$ cat src/rtl/ds18b20_scheduler.sv
// ds18b20_scheduler: merges periodic polls and on-demand requests into DS18B20 conversions.
// It also tracks the sensor timeout and keeps the last good temperature.
module ds18b20_scheduler #(
  parameter int POLL_CYCLES    = 50000000,
  parameter int TIMEOUT_CYCLES = 50000000
) (
  input  logic        i_clk,
  input  logic        i_rst_n,
  input  logic        i_poll_en,
  input  logic [1:0]  i_req,
  output logic [1:0]  o_ack,
  output logic        o_sensor_start,
  input  logic        i_sensor_done,
  input  logic [16:0] i_sensor_temp,
  output logic [16:0] o_temp,
  output logic        o_temp_valid,
  output logic        o_busy,
  output logic        o_timeout,
  output logic [7:0]  o_fail_cnt
);
  localparam logic [1:0] IDLE = 2'd0, START = 2'd1, WAIT_DONE = 2'd2, UPDATE = 2'd3;
  localparam int PW = $clog2(POLL_CYCLES + 1);
  localparam int TW = $clog2(TIMEOUT_CYCLES + 1);
  logic [1:0]    state_q, state_d, pend_q, pend_d, served_q, served_d;
  logic          poll_pend_q, poll_pend_d, temp_valid_q, temp_valid_d, timeout_q, timeout_d;
  logic [PW-1:0] pcnt_q, pcnt_d;
  logic [TW-1:0] tcnt_q, tcnt_d;
  logic [16:0]   temp_q, temp_d;
  logic [7:0]    fail_q, fail_d;
  logic          wrap, expired;
  assign wrap    = pcnt_q == PW'(POLL_CYCLES - 1);
  assign expired = tcnt_q == TW'(TIMEOUT_CYCLES - 1);
  // The temperature is captured directly on done so o_temp and o_ack appear together one cycle later
  always_comb begin
    state_d      = state_q;
    pend_d       = pend_q | i_req;
    served_d     = served_q;
    temp_d       = temp_q;
    temp_valid_d = temp_valid_q;
    timeout_d    = timeout_q;
    fail_d       = fail_q;
    pcnt_d       = (!i_poll_en || wrap) ? '0 : pcnt_q + PW'(1);
    poll_pend_d  = i_poll_en & (wrap | (poll_pend_q & (state_q != START)));
    tcnt_d       = (state_q == WAIT_DONE) ? tcnt_q + TW'(1) : '0;
    case (state_q)
      IDLE: state_d = (|pend_q || poll_pend_q) ? START : IDLE;
      START: begin
        served_d = pend_q;
        pend_d   = i_req;
        state_d  = WAIT_DONE;
      end
      WAIT_DONE: begin
        if (i_sensor_done) begin
          temp_d       = i_sensor_temp;
          temp_valid_d = 1'b1;
          timeout_d    = 1'b0;
          state_d      = UPDATE;
        end else if (expired) begin
          timeout_d = 1'b1;
          fail_d    = fail_q + {7'd0, fail_q != 8'hff};
          state_d   = IDLE;
        end
      end
      default: state_d = IDLE;
    endcase
  end
  always_ff @(posedge i_clk or negedge i_rst_n) begin
    if (!i_rst_n) begin
      state_q      <= IDLE;
      pend_q       <= '0;
      served_q     <= '0;
      poll_pend_q  <= 1'b0;
      pcnt_q       <= '0;
      tcnt_q       <= '0;
      temp_q       <= '0;
      temp_valid_q <= 1'b0;
      timeout_q    <= 1'b0;
      fail_q       <= '0;
    end else begin
      state_q      <= state_d;
      pend_q       <= pend_d;
      served_q     <= served_d;
      poll_pend_q  <= poll_pend_d;
      pcnt_q       <= pcnt_d;
      tcnt_q       <= tcnt_d;
      temp_q       <= temp_d;
      temp_valid_q <= temp_valid_d;
      timeout_q    <= timeout_d;
      fail_q       <= fail_d;
    end
  end
  assign o_sensor_start = state_q == START;
  assign o_ack          = (state_q == UPDATE) ? served_q : 2'b00;
  assign o_busy         = state_q != IDLE;
  assign o_temp         = temp_q;
  assign o_temp_valid   = temp_valid_q;
  assign o_timeout      = timeout_q;
  assign o_fail_cnt     = fail_q;
endmodule

$ cat config.mk
export PLATFORM = sky130hd
export DESIGN_NAME = ds18b20_scheduler
export DESIGN_NICKNAME = d
export VERILOG_FILES = /design/src/rtl/ds18b20_scheduler.sv
export SDC_FILE = /design/constraint.sdc
export NUM_CORES = 1
export LEC_CHECK = 0
export CAP_MARGIN = 10
export CELL_PAD_IN_SITES_DETAIL_PLACEMENT = 0
export CELL_PAD_IN_SITES_GLOBAL_PLACEMENT = 2
export CORE_MARGIN = 1
export CORE_UTILIZATION = 30
export DETAILED_ROUTE_END_ITERATION = 16
export GPL_TIMING_DRIVEN = 1
export HOLD_SLACK_MARGIN = 0.03
export PLACE_DENSITY_LB_ADDON = 0.1
export RECOVER_POWER = 100
export SYNTH_ARGS = -nofsm -noshare
export SYNTH_HDL_FRONTEND = slang
export SYNTH_SLANG_ARGS = --single-unit
$ cat constraint.sdc
create_clock -name i_clk -period 1.7 [get_ports i_clk]
set_clock_uncertainty 0.05 [all_clocks]
set_input_delay 0.17 -clock i_clk [delete_from_list [all_inputs] [get_ports i_clk]]
set_output_delay 0.17 -clock i_clk [all_outputs]
set_load 0.05 [all_outputs]
# Word level (Yosys, flattened, before mapping)
# Cells that the tools add are included.
dict set report totals {
  inputBits 23
  elab_cells 46
  out_inout_bits 31
  regBits 86
}
dict set report op_classes {
  mux 10
  eq_ne 8
  reduce_logical 10
  n_bitwise 5
  n_addsub 3
}
# op count
set ops {}
lappend ops {{$add 26x1->26 const B} 2}
lappend ops {{$eq 26x26->1 const B} 2}
lappend ops {{$mux 26} 2}
lappend ops {{$add 8x1->8} 1}
lappend ops {{$mux 2} 4}
lappend ops {{$ne 8x8->1 const B} 1}
lappend ops {{$pmux 2 s3} 1}
lappend ops {{$eq 2x2->1 const B} 2}
lappend ops {{$reduce_and 2->1} 2}
lappend ops {{$reduce_bool 2->1} 2}
lappend ops {{$mux 1} 3}
lappend ops {{$ne 3x3->1 const B} 1}
lappend ops {{$reduce_and 3->1} 1}
lappend ops {{$and 1x1->1} 2}
lappend ops {{$eq 2x1->1 const B} 1}
lappend ops {{$logic_not 2->1} 1}
lappend ops {{$logic_or 1x1->1} 2}
lappend ops {{$ne 2x1->1 const B} 1}
lappend ops {{$or 2x2->2} 1}
lappend ops {{$reduce_or 2->1} 1}
lappend ops {{$logic_not 1->1} 1}
lappend ops {{$not 1->1} 1}
lappend ops {{$or 1x1->1} 1}

# Longest topological paths before layout
# Gate-level depths: netlist of the first run.
dict set report logic_depth {
  ltp_word 4
  ltp_mapped 8
}

# Worst setup path after synthesis of the first run
# OpenSTA, ideal clock, no wires.
dict set report synth_timing {
  path_type {reg2reg}
  from {register fail_q[3] (netlist: o_fail_cnt[3])}
  to {register fail_q[1] (netlist: o_fail_cnt[1])}
  path_stages_with_launch 7
  arrival_ps 1828
  setup_ps 125
  path_slack_ps -303
  synth_period_minus_slack_ps 2003
  t_required_ps 1525
  cell_sequence {dfrtp_1 -> nand3_1 -> nor2_1 -> nand4_1 -> ha_1 -> ha_1 -> mux2_2}
}
dict set report synth_between {
  elab_chain_len 2
}
# element line
set synth_lines {}
lappend synth_lines {{start: declaration} 29} ;# logic [7:0] fail_q, fail_d;
lappend synth_lines {{start signal: assignment} 89} ;# fail_q <= fail_d;
lappend synth_lines {{$ne 8x8->1} 60} ;# fail_d = fail_q + {7'd0, fail_q != 8'hff};
lappend synth_lines {{$add 8x1->8} 60}
# Every way passes these cells.
# A chain may end at the register's enable or synchronous reset.

# Worst setup path in the final report of the first run
dict set report layout_timing {
  from {register tcnt_q[9]}
  to {register tcnt_q[17]}
}
dict set report layout_between {
  elab_chain_len 2
}
# element line
set layout_lines {}
lappend layout_lines {{start: declaration} 27} ;# logic [TW-1:0] tcnt_q, tcnt_d;
lappend layout_lines {{start signal: assignment} 85} ;# tcnt_q <= tcnt_d;
lappend layout_lines {{$add 26x1->26} 44} ;# tcnt_d = (state_q == WAIT_DONE) ? tcnt_q + TW'(1) : '0;
lappend layout_lines {{$mux 26} 44}
lappend layout_lines {{net tcnt_d[17]} 27}
# The timed path passes the listed nets, and every way through them passes these cells.

==> run_results.csv, run 1 <==
group,metric,value,unit
finish,finalInstanceArea,5960,um^2
cts,clkLatencyLatePin,340,ps
worst_setup_path,crit_path_end_kind,"flop",
timing,fin_crit,1750,ps
job,cap_violations,0,
drt,ant_nets,0,
finish,fin_cells,705,
drt,dr.pass1.iters,4,
timing,finalSetupTns,-303,ps
synthesis,synth_common_cells,"dfrtp_1, nor2_1, nand2_1",
cts,cts_num_sinks,86,
cts,numCtsBuffers,9,
synthesis,syn-cell-area,4130,um^2
placed_design,hpwl,7290,um
power_and_ir_drop,p_comb_frac,0.299,
cts,clk_pin_slew,60,ps
timing,layout_setup_ws,-49.2,ps
floorplan,initial_core_util,0.310,
power_and_ir_drop,switching_share,0.363,
synthesis,yosysSeqAreaShare,0.521,
synthesis,yosysMostFrequentCell,"dfrtp_1",
cts,h-tree-depth,3,
grt,grt_max_degree,56,
placed_design,place_area,5470,um^2
worst_setup_path,path_max_fanout,4,
floorplan,dieArea,14300,um^2
floorplan,fp.dieH,119,um
timing,slew_headroom,0.470,
timing,worstMarginPinSlew,795,ps
hold_path,hp-class,"in2reg",
placed_design,placed_cells,675,
drt,drt_iter0_drc,115,
timing,rsz0062_at_grt,"yes",
drt,routed-via-count,3440,
finish,synthToLayoutAreaGrowth,44.2,%
power_and_ir_drop,p_total,6.57,mW
power_and_ir_drop,intPower,4.19,mW
cts,root_buffer,"clkbuf_16",
synthesis,ys.flop_type,"dfrtp_1",
power_and_ir_drop,p_sw,2.39,mW
placed_design,globalplace.congestion,0.732,
synthesis,syn_inst,382,
timing,whs,356,ps
synthesis,avgSynthCellArea,10.8,um^2
floorplan,io_pins,54,
synthesis,ys_ff_latch,86,
synthesis,mappedNetlistNets,410,
worst_setup_path,worstPathRequired,1910,ps
finish,final_nets,552,
timing,finalSetupViolations,10,
placed_design,pre_cts_slack,-218,ps
grt,antenna_found_initial,0,
drt,drc,0,
timing,drv_slew,0,
synthesis,synth_warnings,0,
power_and_ir_drop,p_leak,2.55,nW
synthesis,netlist.area_leader.share,0.521,
drt,wl_per_cell,14.9,um
grt,grt_pass1_vias,3517,
power_and_ir_drop,max-vdd-ir-drop,495,uV
drt,vias_per_cell,4.88,
status,status,"finished, violations left",
cts,cts_tree,"built",
finish,final_util,0.447,
synthesis,ys_top_cells_by_area,"dfrtp_1, mux2_2, xor2_1",
timing,hold_viol_final,0,
floorplan,rows,42,
timing,period_share,1.03,
synthesis,synth_area_leader_cell,"dfrtp_1",
finish,drive_above_1_share,0.380,
power_and_ir_drop,power.share.clock,0.319,
synthesis,async_reset_ff_frac,1.00,
power_and_ir_drop,seq_power_share,0.382,
placed_design,port_buffers,53,
worst_setup_path,worst_setup_path_start_kind,"flop",
cts,clockBufferDepth,2,
finish,nFillCells,1344,
power_and_ir_drop,power_density,1100,nW/um^2
floorplan,core_area,13300,um^2
drt,drt-total-wl,10500,um
finish,diodes,0,
synthesis,synth_edf_count,0,
worst_setup_path,arrival,1960,ps
floorplan,die_w,119,um
status,violations,"setup timing",
grt,grt_first_pass_wirelength,17300,um
grt,grt_usage,0.155,
synthesis,synth_cell_types,40,
timing,clock.fmax,572,MHz
grt,grt_remaining_overflow,0,
worst_setup_path,critical_path_class,"reg2reg",
[critical path, stage by stage, from the launching register on]
cell	delay [ps]
dfrtp_1	400
and4_2	340
buf_4	150
nand4_1	200
or3_1	400
a21oi_1	140
[state kept, by name, summed over array words and instances (netlist names)]
signal and cells:
pcnt_q 26, tcnt_q 26, o_temp 17, o_fail_cnt 8
pend_q 2, served_q 2, state_q 2, o_temp_valid 1
o_timeout 1, poll_pend_q 1
[layout by cell type (no fill, tap or decap), drive strengths merged]
cell | Yosys | layout
a21oi | 22 | 22
or4b | 2 | 2
nor2b | 1 | 1
a21o | 3 | 3
clkbuf | 7 | 44
mux2 | 21 | 21
o31ai | 11 | 11
buf | 8 | 89
and2 | 5 | 5
a21boi | 1 | 1
nor4b | 7 | 7
or2 | 2 | 2
and3 | 10 | 10
nor4 | 3 | 3
nand2b | 3 | 3
ha | 5 | 5
or4 | 10 | 10
nand2 | 25 | 25
and4 | 9 | 9
nor3 | 6 | 6
nor2 | 31 | 31
o41ai | 2 | 2
nand4 | 24 | 25
o21ai | 12 | 12
xnor2 | 11 | 11
clkdlybuf4s50 | 0 | 21
or3 | 10 | 10
inv | 7 | 7
nand3 | 17 | 17
clkinv | 0 | 3
dlygate4sd3 | 0 | 1
dfrtp | 86 | 86
bufinv | 0 | 2
xor2 | 21 | 21
clkinvlp | 0 | 1
[layout make-up]
cell class                 count  area, um^2  area share
sequential                    86        2160       0.363
multi-input combinational    275        2160       0.362
timing repair buffer         145        1080       0.181
clock buffer                  10         229      0.0384
tap                          176         220      0.0369
clock inverter                 6        86.3      0.0145
inverter                       7        26.3     0.00441
[power by group through the flow]
stage / combinational (mW) / clock [mW] / sequential (mW)
after floorplan: 0.704 / 0 / 3.26
after global placement: 2.28 / 0 / 2.54
after detailed placement: 2.29 / 0 / 2.55
after CTS: 2.29 / 2.17 / 2.51
after global routing: 2.08 / 2.25 / 2.55
final: 1.97 / 2.09 / 2.51
[metal layers]
layer  wire length (um)  part of all wire  global-route usage  up-vias
li1                   -                 -                   -     1680
met1               4590              0.44               0.185     1724
met2               5510              0.52               0.274       26
met3                249             0.024              0.0393       10
met4                152             0.014              0.0469        0
met5                  0                 0                   0        -
[kinds of logic after synthesis]
logic type               after synthesis  share of synthesized area
AND/OR/NAND/NOR                      165                      0.239
adder cells (fa/ha/maj)                5                     0.0151
multiplexers                          21                     0.0572
flip-flops                            86                      0.521
XOR/XNOR                              32                     0.0678
buffers and inverters                 22                     0.0260
AO/OA/AOI/OAI                         51                     0.0739
[what timing repair did]
action                     CTS  global route
pin swaps                    4            24
resized for setup           16            57
gates cloned                 0             2
hold endpoints to repair    86             0
setup endpoints to repair   28            45
setup buffers                3             8
hold buffers                 1             0
[worst paths after layout]
kind	from	to	slack, ps	cells after the start
worst max-delay path	tcnt_q[9]	tcnt_q[17]	-50	5
worst min-delay path	i_req[0]	pend_q[0]	360	2
worst max register to register	tcnt_q[9]	tcnt_q[17]	-50	5
worst min register to register	o_temp_valid	o_temp_valid	420	1
max in group asynchronous	i_rst_n	pcnt_q[3]	200	3
min in group asynchronous	i_rst_n	tcnt_q[20]	370	2
Note: power is estimated with default switching activity, not from simulation.
==> run 2, diff against run 1 <==
CTS_CLUSTER_SIZE = 24   (was default)
SLEW_MARGIN = 20   (was default)
==> results of run 2 <==
Same layout as run 1: the final DEF is identical, and so are final timing and power.
